<file path="src/rtl/lsu_pkg.sv">
// Shared load/store encodings and LSU state type.
// Imported by the LSU and by the scheduled stage that issues requests.
package lsu_pkg;

  typedef enum logic [1:0] {
    ST_IDLE,
    ST_LO,
    ST_HI,
    ST_DONE
  } lsu_state_t;

  localparam logic LSU_CMD_LOAD   = 1'b0;
  localparam logic LSU_CMD_STORE  = 1'b1;
  localparam logic LSU_WIDTH_BYTE = 1'b0;
  localparam logic LSU_WIDTH_WORD = 1'b1;

  typedef struct packed {
    logic        cmd;
    logic        width;
    logic        tag;
    logic [15:0] addr;
    logic [15:0] wdata;
  } lsu_req_t;

  // Second-beat address; wraps 0xFFFF -> 0x0000.
  function automatic logic [15:0] hi_addr(
    input logic [15:0] a
  );
    return a + 16'd1;
  endfunction

endpackage

</file>
<file path="src/rtl/lsu_engine.sv">
// Load/store unit: runs byte/word requests as 8-bit bus beats.
// Ports: clk, a_rst, rq_* request, lsu_wait stall, mem_* bus, ld_* result.
module lsu_engine
  import lsu_pkg::*;
(
  input  logic        clk,
  input  logic        a_rst,
  input  logic        rq_start,
  input  logic        rq_cmd,
  input  logic        rq_width,
  input  logic        rq_tag,
  input  logic [15:0] rq_addr,
  input  logic [15:0] rq_wdata,
  output logic        lsu_wait,
  output logic [15:0] mem_addr,
  output logic [7:0]  mem_wdata,
  output logic        mem_re,
  output logic        mem_we,
  input  logic [7:0]  mem_rdata,
  input  logic        mem_ready,
  output logic        ld_valid,
  output logic [15:0] ld_data,
  output logic        ld_tag
);

  lsu_state_t state;
  lsu_state_t state_nx;
  lsu_req_t   req;
  logic [7:0] lo_byte;
  logic       is_ld;
  logic       is_st;

  assign is_ld = (req.cmd == LSU_CMD_LOAD);
  assign is_st = (req.cmd == LSU_CMD_STORE);

  always_ff @(posedge clk or negedge a_rst) begin
    if (!a_rst) begin
      state <= ST_IDLE;
    end else begin
      state <= state_nx;
    end
  end

  // Bus outputs decode from registered state/request only.
  always_comb begin
    state_nx  = state;
    lsu_wait  = 1'b0;
    mem_addr  = 16'h0000;
    mem_wdata = 8'h00;
    mem_re    = 1'b0;
    mem_we    = 1'b0;
    ld_valid  = 1'b0;
    unique case (state)
      ST_IDLE: begin
        // Gated by reset so the stall drops while reset is held.
        if (rq_start && a_rst) begin
          lsu_wait = 1'b1;
          state_nx = ST_LO;
        end
      end
      ST_LO: begin
        lsu_wait = 1'b1;
        mem_addr = req.addr;
        mem_re   = is_ld;
        mem_we   = is_st;
        if (is_st) begin
          mem_wdata = req.wdata[7:0];
        end
        if (mem_ready) begin
          if (req.width == LSU_WIDTH_WORD) begin
            state_nx = ST_HI;
          end else begin
            state_nx = ST_DONE;
          end
        end
      end
      ST_HI: begin
        lsu_wait = 1'b1;
        mem_addr = hi_addr(req.addr);
        mem_re   = is_ld;
        mem_we   = is_st;
        if (is_st) begin
          mem_wdata = req.wdata[15:8];
        end
        if (mem_ready) begin
          state_nx = ST_DONE;
        end
      end
      ST_DONE: begin
        // rq_start still shows the finished request here.
        ld_valid = is_ld;
        state_nx = ST_IDLE;
      end
      default: begin
        state_nx = ST_IDLE;
      end
    endcase
  end

  always_ff @(posedge clk or negedge a_rst) begin
    if (!a_rst) begin
      req     <= '0;
      lo_byte <= 8'h00;
      ld_data <= 16'h0000;
      ld_tag  <= 1'b0;
    end else begin
      if (state == ST_IDLE && rq_start) begin
        req.cmd   <= rq_cmd;
        req.width <= rq_width;
        req.tag   <= rq_tag;
        req.addr  <= rq_addr;
        req.wdata <= rq_wdata;
      end
      if (state == ST_LO && mem_ready && is_ld) begin
        if (req.width == LSU_WIDTH_WORD) begin
          lo_byte <= mem_rdata;
        end else begin
          ld_data <= {8'h00, mem_rdata};
          ld_tag  <= req.tag;
        end
      end
      if (state == ST_HI && mem_ready && is_ld) begin
        ld_data <= {mem_rdata, lo_byte};
        ld_tag  <= req.tag;
      end
    end
  end

endmodule
</file>
<file path="config.mk">
export PLATFORM = sky130hd
export DESIGN_NAME = lsu_engine
export DESIGN_NICKNAME = d
export VERILOG_FILES = /design/src/rtl/lsu_pkg.sv /design/src/rtl/lsu_engine.sv
export SDC_FILE = /design/constraint.sdc
export NUM_CORES = 1
export LEC_CHECK = 0
export BUFFER_PORTS_ARGS = -buffer_cell sky130_fd_sc_hd__buf_2
export CAP_MARGIN = 20
export CORE_MARGIN = 3
export CORE_UTILIZATION = 47
export DETAILED_ROUTE_END_ITERATION = 16
export PLACE_DENSITY = 0.79
export REMOVE_ABC_BUFFERS = 1
export SYNTH_ARGS = -nofsm -noshare
export SYNTH_HDL_FRONTEND = slang
export SYNTH_SLANG_ARGS = --single-unit
</file>
<file path="constraint.sdc">
create_clock -name clk -period 1.7 [get_ports clk]
set_input_delay 0.255 -clock clk [delete_from_list [all_inputs] [get_ports clk]]
set_output_delay 0.255 -clock clk [all_outputs]
set_load 0.005 [all_outputs]
</file>
Word-level counts from Yosys, hierarchy flattened. Index checks and enable logic that the tools add are counted.

Add/sub/neg operators: 1. $mul: 0. Divide/modulo/power cells: 0. $lt $le $gt $ge: 0. Equal/unequal tests: 7. Shift-type cells: 0. Muxes and demuxes: 20. Bitwise logic cells: 1. Reduce and logical (&&, ||, !) cells: 12.

Operators by type and width (number): two-way mux 16 bit (3); case mux 16 bit (2 select lines) (1); adder 16 x 1 -> 16 bit (second input constant) (1); two-way mux 8 bit (2); case mux 8 bit (2 select lines) (1); two-way mux 1 bit (8); case mux 2 bit (4 select lines) (1); logical AND 1 bit (6); two-way mux 2 bit (3); != test 2 bit (second input constant) (3); == test 2 bit (second input constant) (2); AND reduction 2 bit (2); AND reduction 3 bit (1); == test 2 x 1 -> 1 bit (second input constant) (1); logical NOT 2 bit (1); != test 2 x 1 -> 1 bit (second input constant) (1); case mux 1 bit (2 select lines) (1); nonzero test 2 bit (1); OR reduction 2 bit (1); inverter 1 bit (1).

Flip-flop bits (word level): 62. Latch bits: 0. Memory bits (writable): 0. Bits in read-only memories: 0. Bits of input ports: 47. Output and inout port bits: 45. Word-level logic and storage cells: 50. Memories: 0.

Logic depth before layout (Yosys ltp). Gate-level depths: netlist (run 1).

Depth after elaboration: 5. Gate-level depth with buffers: 8.

Worst setup path before layout (run 1). OpenSTA, ideal clock, no wires.

Kind: reg-to-output. Start: reg req[16] in the netlist's numbering. End: out mem_addr[14]. Arrival: 1639 ps. Required time: 1445 ps. Path slack: -194 ps. Cell stages (with the launch flop): 6. Cells stage by stage: dfrtp_1 -> ha_1 -> nand3_4 -> or3_4 -> or4_1 -> nand3_1.

Word-level cells in the longest chain between the ends: 2.

Ends and longest elaborated chain: start: declaration (line lsu_engine.sv:28) `lsu_req_t req;`; adder 16 x 1 -> 16 bit (line lsu_pkg.sv:29) `return a + 16'd1;`; case mux 16 bit (2 select lines) (line lsu_engine.sv:53) `unique case (state)`; end: declaration (line lsu_engine.sv:15) `output logic [15:0] mem_addr,`.

Every way passes these cells.

Final worst setup path (run 1).
Start: reg req[16] in the netlist's numbering. End: out mem_addr[11].

The elaborated chain is that of the path after synthesis.

==> reports/qor.txt, run 1 <==
FLOORPLAN
----------------------------------------------------------------------------------------------------
Initial Util                                                                                   0.488
Boundary Pins                                                                                     92
Die area                                                                                 0.00769 mm2
Core Box Area                                                                            0.00642 mm2
Die Height                                                                                   87.7 um
Std cell rows                                                                                     29
Chip Width                                                                                   87.7 um

GRT
----------------------------------------------------------------------------------------------------
Maximum number of pins on one net before global-route repair                                      55
Via count of the first global-routing pass                                                      2939
Antenna violations before repair                                                                   0
Total routing resource utilization after global routing                                        0.246
Sum of overflow across all layers after global routing                                             0
Wire length of the first global-routing pass                                                14400 um

LOGIC SYNTHESIS
----------------------------------------------------------------------------------------------------
Area share of and/or/nand/nor cells after synthesis                                            0.127
Share of synthesized area occupied by flip-flops and latches                                   0.495
Synthesized-area fraction occupied by adder cells                                             0.0279
Synth Warn #                                                                                       0
Syn_area_per_cell                                                                           11.3 um2
Register bit total from synthesis                                                                 62
Xor and xnor area share after synthesis                                                      0.00279
Cells taking the most area after synthesis                                              dfrtp_1, mux2_2, o21ai_0
Most repeated cell in the gate-level netlist after synthesis                                 dfrtp_1
Post-synth ARST share                                                                           1.00
Predominant post-synthesis flop cell                                                         dfrtp_1
Synthesized area                                                                         0.00314 mm2
Count of different cell masters after synthesis                                                   48
Post-synthesis mux area share                                                                  0.187
Count of flip-flops with a built-in enable after synthesis                                         0
Synth cell count leaders                                                                dfrtp_1, mux2_2, o21ai_0
Cell count after synthesis                                                                       278
Main combinational cell family by area after synthesis                                  multiplexers
Cell taking the most area after synthesis                                                    dfrtp_1
Compound-gate portion of the synthesized area                                                  0.128
Proportion of netlist area held by the largest area contributor                                0.495

CTS
----------------------------------------------------------------------------------------------------
Maximum clock path buffer count                                                                    2
Number of buffers inserted during clock tree synthesis                                             9
Worst skew pair latency                                                                      0.34 ns
TritonCTS Sinks                                                                                   62
Clock-pin slew reported for the worst setup and hold paths after clock tree synthesis        0.07 ns
Number of H-tree branching levels                                                                  3
Clock Root Buffer                                                                           clkbuf_8
Clock tree from TritonCTS                                                                        yes

CELLS AND AREA
----------------------------------------------------------------------------------------------------
NumNets Final                                                                                    484
Synth-to-Final Area Change                                                                     55.5%
Layout cells sized above 1                                                                     0.632
Inserted Diodes                                                                                    0
Filler-free cell count of the finished design                                                    512

TIMING
----------------------------------------------------------------------------------------------------
Final worst-path cycle share                                                                    1.35
Setup repair after global routing missed its margin                                              yes
Max Slew Vio Count                                                                                 0
Transition time at the pin with the least slew margin                                       0.672 ns
Max Fclk                                                                                     437 MHz
Minimum clock period after layout                                                            2.29 ns
Final hold vios                                                                                    0
Worst clock skew                                                                          0.00461 ns
Final critical-path setup slack                                                            -0.587 ns
Worst max-slew margin expressed relative to the limit                                          0.552
# setup viols final                                                                               45
Setup TNS                                                                                  -11.11 ns

HOLD PATH
----------------------------------------------------------------------------------------------------
Worst min path class                                                                        in2async

DRT
----------------------------------------------------------------------------------------------------
DRC viols                                                                                          0
Number of vias per cell                                                                         5.79
Total wire length                                                                           10200 um
Drt first pass iters                                                                               4
1st-iter DRT viols                                                                               128
Routed wire length per instance                                                              19.8 um
Count of antenna-violating nets left after detailed routing                                        0
Via total after detailed routing                                                                2966

OUTCOME
----------------------------------------------------------------------------------------------------
Violated checks                                                                         setup timing
Status                                                                                  finished with violations

POWER
----------------------------------------------------------------------------------------------------
LEAKAGE                                                                                      2.27 nW
Largest voltage drop on the vdd net                                                          1.10 mV
Power density relative to cell area                                                      2060 mW/mm2
Total Power Consumption                                                                      10.1 mW

PLACED DESIGN
----------------------------------------------------------------------------------------------------
IO buf count                                                                                      91
Placed wire-length estimate after detailed placement                                         5740 um
Cell total after placement                                                                       477
Routability Congestion                                                                         0.942

WORST SETUP PATH
----------------------------------------------------------------------------------------------------
Data arrival time at the worst-slack endpoint                                                2.03 ns
Peak fanout along the critical path                                                                6
Kind of critical path                                                                        reg2out
Worst Setup Start Kind                                                                          flop
Crit. End Element                                                                        output port
Data required time of the worst path                                                         1.44 ns

FLOW RUN
----------------------------------------------------------------------------------------------------
Count of max-cap constraint violations                                                             0

-- routing by layer --
layer  GRT usage  part of all wire
met4      0.0962             0.030
met5           0                 0
met1       0.306              0.39
met3      0.0668             0.059
met2       0.408              0.52
-- state kept, by name, summed over array words and instances (netlist names) --
register	count
req	34
is_st	1
state	2
ld_tag	1
lo_byte	8
ld_data	16
-- kinds of logic (layout without fill, tap and decap cells) --
| logic type | after synthesis | after routing |
|---|---|---|
| mux | 53 | 53 |
| compound gates | 60 | 60 |
| buf+inv | 21 | 177 |
| fa+ha+maj | 7 | 7 |
| xor+xnor | 1 | 1 |
| flops | 62 | 62 |
| simple gates | 74 | 75 |
-- timing repair --
item                                    4_1_cts  5_1_grt
pin swaps                                    31       21
endpoints found under the hold margin         8        0
endpoints found under the setup margin       45       55
setup buffers                                 7       10
resized for setup                            86       52
cloned                                        6        1
hold buffers                                  1        0
-- critical path: stages (launching register included) --
cell and delay [ns]:
dfrtp_1 0.40, buf_4 0.17, nand4_1 0.17, buf_4 0.19
nor2_2 0.14, nand3_1 0.14, o31ai_1 0.30, buf_2 0.18
-- power breakdown --
group	switching, mW	internal, mW
clock	0.600	0.671
sequential	0.549	2.21
combinational	2.82	3.22
total	3.97	6.10
-- through the flow --
step | utilization | hold WS, ns | cell area [um2] | worst slack [ns]
after floorplan | - | -0.0406 | 3060 | -0.640
after global placement | 0.622 | 0.253 | 3990 | -0.193
after detailed placement | 0.622 | 0.255 | 3990 | -0.210
after CTS | 0.717 | 0.123 | 4600 | -0.520
after global routing | 0.759 | 0.128 | 4870 | -0.626
final | 0.759 | 0.126 | 4870 | -0.587
-- placed cells by master (no fill, tap or decap), types with 4 or more instances in the layout --
master    netlist  final
buf_2           2     90
dfrtp_1        62     61
mux2_2         45     43
buf_4           0     33
buf_6           1     22
nand2_1        19     14
o21ai_1         1     12
nor2_1         13     10
a22oi_2         0      9
clkbuf_8        1      9
a22o_1          8      8
nand3_1         7      6
mux2i_1         8      6
nor2b_1         8      5
o21ai_0        20      5
ha_4            0      5
nand2_2         0      4
nand4_1         4      4
buf_12          0      4
-- final timing paths --
path	from	slack [ns]	cells past startpoint	to
max	req[16]$_DFFE_PN0P_	-0.59	7	mem_addr[11]
min in group clk	rq_addr[15]	0.14	2	req[31]$_DFFE_PN0P_
max in group asynchronous	a_rst	0.81	3	req[19]$_DFFE_PN0P_
max reg2reg	state[1]$_DFFE_PN0P_	-0.15	8	ld_tag$_DFFE_PN0P_
min	a_rst	0.13	2	req[6]$_DFFE_PN0P_
min reg2reg	ld_data[5]$_DFFE_PN0P_	0.48	2	ld_data[5]$_DFFE_PN0P_
-- layout make-up --
type	count	area, um2
clock buffer	10	128
clock inverter	6	62.6
fill	393	1550
inverter	6	35.0
multi-input combinational	196	1870
sequential	62	1550
tap	77	96.3
timing repair buffer	155	1130
(Power assumes the default switching activity.)
==> inputs of run 2 (changes only) <==
CORE_UTILIZATION = 30   (was 47)
PLACE_DENSITY = 0.56   (was 0.79)
==> run 2 against run 1 <==
Compared with the run above:
- the run still ends with setup timing left
- worst hold slack improved by 0.012 ns
- first-iteration DRC count fell by 31%
- sequential power down 1%
- non-clock buffer count up 6
- critical path depth is 1 lower
- clock skew increased by 0.0031 ns
- sequential share of layout area decreased by 0.67 points
- clock power is 7% lower
- final cell count up 12%
- worst setup slack gained 0.028 ns
- critical path type unchanged
- critical endpoint is now mem_addr[14]
- largest power group unchanged
==> reports/qor.txt, run 2 (synthesis results as in run 1) <==
CELLS AND AREA
----------------------------------------------------------------------------------------------------
Most used cells in the layout excluding fill and tap cells                              buf_2, dfrtp_1, mux2_2
Synth-to-Final Area Change                                                                     58.7%
Largest registers                                                                       req x34, ld_data x16, lo_byte x8
Inserted Diodes                                                                                    0
Total non-filler cell area in the finished layout                                        0.00498 mm2
Leading cell type in the layout, fill and taps excluded                                        buf_2
Largest register by flop count                                                                   req
Flip-flop count of the largest register after layout                                              34
NumNets Final                                                                                    489
Layout cells sized above 1                                                                     0.648

TIMING
----------------------------------------------------------------------------------------------------
Setup TNS                                                                                  -10.40 ns
Final worst-path cycle share                                                                    1.33
Final hold vios                                                                                    0
Final critical-path setup slack                                                            -0.560 ns
Setup repair after global routing missed its margin                                              yes
Transition time at the pin with the least slew margin                                       0.812 ns
Minimum clock period after layout                                                            2.26 ns
Worst clock skew                                                                          0.00770 ns
# setup viols final                                                                               52
Max Slew Vio Count                                                                                 0
Max Fclk                                                                                     443 MHz
Worst max-slew margin expressed relative to the limit                                          0.459

FLOORPLAN
----------------------------------------------------------------------------------------------------
Die area                                                                                  0.0117 mm2
Std cell rows                                                                                     36
Die Height                                                                                    108 um
Core Box Area                                                                            0.00995 mm2
Chip Width                                                                                    108 um
Boundary Pins                                                                                     92
Initial Util                                                                                   0.315

POWER
----------------------------------------------------------------------------------------------------
Largest voltage drop on the vdd net                                                         0.868 mV
Total Power Consumption                                                                      9.78 mW
LEAKAGE                                                                                      2.32 nW
Power density relative to cell area                                                      1970 mW/mm2

DRT
----------------------------------------------------------------------------------------------------
Drt first pass iters                                                                               4
DRT met1 WL                                                                                  3850 um
Count of antenna-violating nets left after detailed routing                                        0
DRC viols                                                                                          0
Met3 WL                                                                                       516 um
1st-iter DRT viols                                                                                88
Via total after detailed routing                                                                2726
Routed wire length per instance                                                              15.4 um
Routed wl met2                                                                               4390 um
Highest metal layer used by the detailed router                                                 met4
Number of vias per cell                                                                         4.76
Total wire length                                                                            8850 um

WORST SETUP PATH
----------------------------------------------------------------------------------------------------
Peak fanout along the critical path                                                                5
Data required time of the worst path                                                         1.44 ns
Data arrival time at the worst-slack endpoint                                                2.00 ns
Worst-case reg-to-reg path depth                                                                  10
Worst Setup Start Kind                                                                          flop
Worst reg2reg setup slack                                                                   -0.21 ns
Crit. End Element                                                                        output port
Kind of critical path                                                                        reg2out
Capture instance of the worst register-to-register path                                 ld_tag$_DFFE_PN0P_
Startpoint of the worst register-to-register path                                       state[1]$_DFFE_PN0P_

GRT
----------------------------------------------------------------------------------------------------
Wire length of the first global-routing pass                                                14100 um
Total routing resource utilization after global routing                                        0.153
Sum of overflow across all layers after global routing                                             0
Antenna violations before repair                                                                   0
Via count of the first global-routing pass                                                      2808
Maximum number of pins on one net before global-route repair                                      63

PLACED DESIGN
----------------------------------------------------------------------------------------------------
IO buf count                                                                                      91
Post-Place Setup Slack                                                                     -0.239 ns
Placed wire-length estimate after detailed placement                                         5980 um
Cell area after placement                                                                0.00410 mm2
Routability Congestion                                                                         0.805

CTS
----------------------------------------------------------------------------------------------------
Clock tree from TritonCTS                                                                        yes
Number of H-tree branching levels                                                                  3
Number of buffers inserted during clock tree synthesis                                             9
TritonCTS Sinks                                                                                   62
Clock-pin slew reported for the worst setup and hold paths after clock tree synthesis        0.07 ns
Maximum clock path buffer count                                                                    2
Worst skew pair latency                                                                      0.34 ns
Clock Root Buffer                                                                           clkbuf_8
Post-CTS Hold Buffers                                                                              0

HOLD PATH
----------------------------------------------------------------------------------------------------
Source of the worst hold timing path                                                        rq_width
Number of cells on the worst hold path                                                             2
Worst hold endpoint                                                                     req[33]$_DFFE_PN0P_
Worst min path class                                                                          in2reg

OUTCOME
----------------------------------------------------------------------------------------------------
Status                                                                                  finished with violations
Violated checks                                                                         setup timing

FLOW RUN
----------------------------------------------------------------------------------------------------
Count of max-cap constraint violations                                                             0

## run 2: worst max-delay path by stage
stage                          from                 end  slack, ns
6_report        req[16]$_DFFE_PN0P_        mem_addr[14]      -0.56
2_1_floorplan  state[1]$_DFFE_PN0P_  ld_tag$_DFFE_PN0P_      -0.64
3_5_place_dp    req[16]$_DFFE_PN0P_        mem_addr[14]      -0.24
5_1_grt         req[17]$_DFFE_PN0P_        mem_addr[13]      -0.68
3_3_place_gp    req[16]$_DFFE_PN0P_        mem_addr[14]      -0.22
4_1_cts         req[16]$_DFFE_PN0P_        mem_addr[14]      -0.55
## run 2: area by class of cell
class	count	area [um2]
clock inverter	3	18.8
tap	133	166
clock buffer	13	159
sequential	62	1550
multi-input combinational	195	1870
inverter	6	27.5
fill	891	4980
timing repair buffer	161	1180
## run 2: layer usage
| metal | vias up | GRT usage |
|---|---|---|
| met4 | 0 | 0.0379 |
| met2 | 72 | 0.258 |
| met3 | 8 | 0.0454 |
| li1 | 1327 | - |
| met5 | - | 0 |
| met1 | 1319 | 0.194 |
## run 2: report_power, final
group          internal, mW  total (mW)  leakage, nW  switching [mW]
Clock                 0.608        1.18       0.0934           0.575
Combinational          3.36        5.88         1.48            2.52
Sequential             2.20        2.72        0.751           0.517
Total                  6.17        9.78         2.32            3.61
## run 2: per-stage QoR
step	std cells	hold WS, ns	util
2_1_floorplan	263	-0.0406	-
3_3_place_gp	537	0.463	0.412
3_5_place_dp	537	0.475	0.412
4_1_cts	562	0.118	0.464
5_1_grt	573	0.118	0.500
6_report	573	0.138	0.500
## run 2: critical path, stage by stage, from the launching register on
cell	delay (ns)
dfrtp_1	0.40
ha_4	0.16
nand3_4	0.08
or3_4	0.43
or4_4	0.43
nand3_2	0.07
buf_2	0.10
## run 2: timing repair
action	in CTS	in global routing
buffers inserted	9	13
setup endpoints to repair	53	45
cloned	1	2
gates resized for setup	79	69
pin swaps	32	26
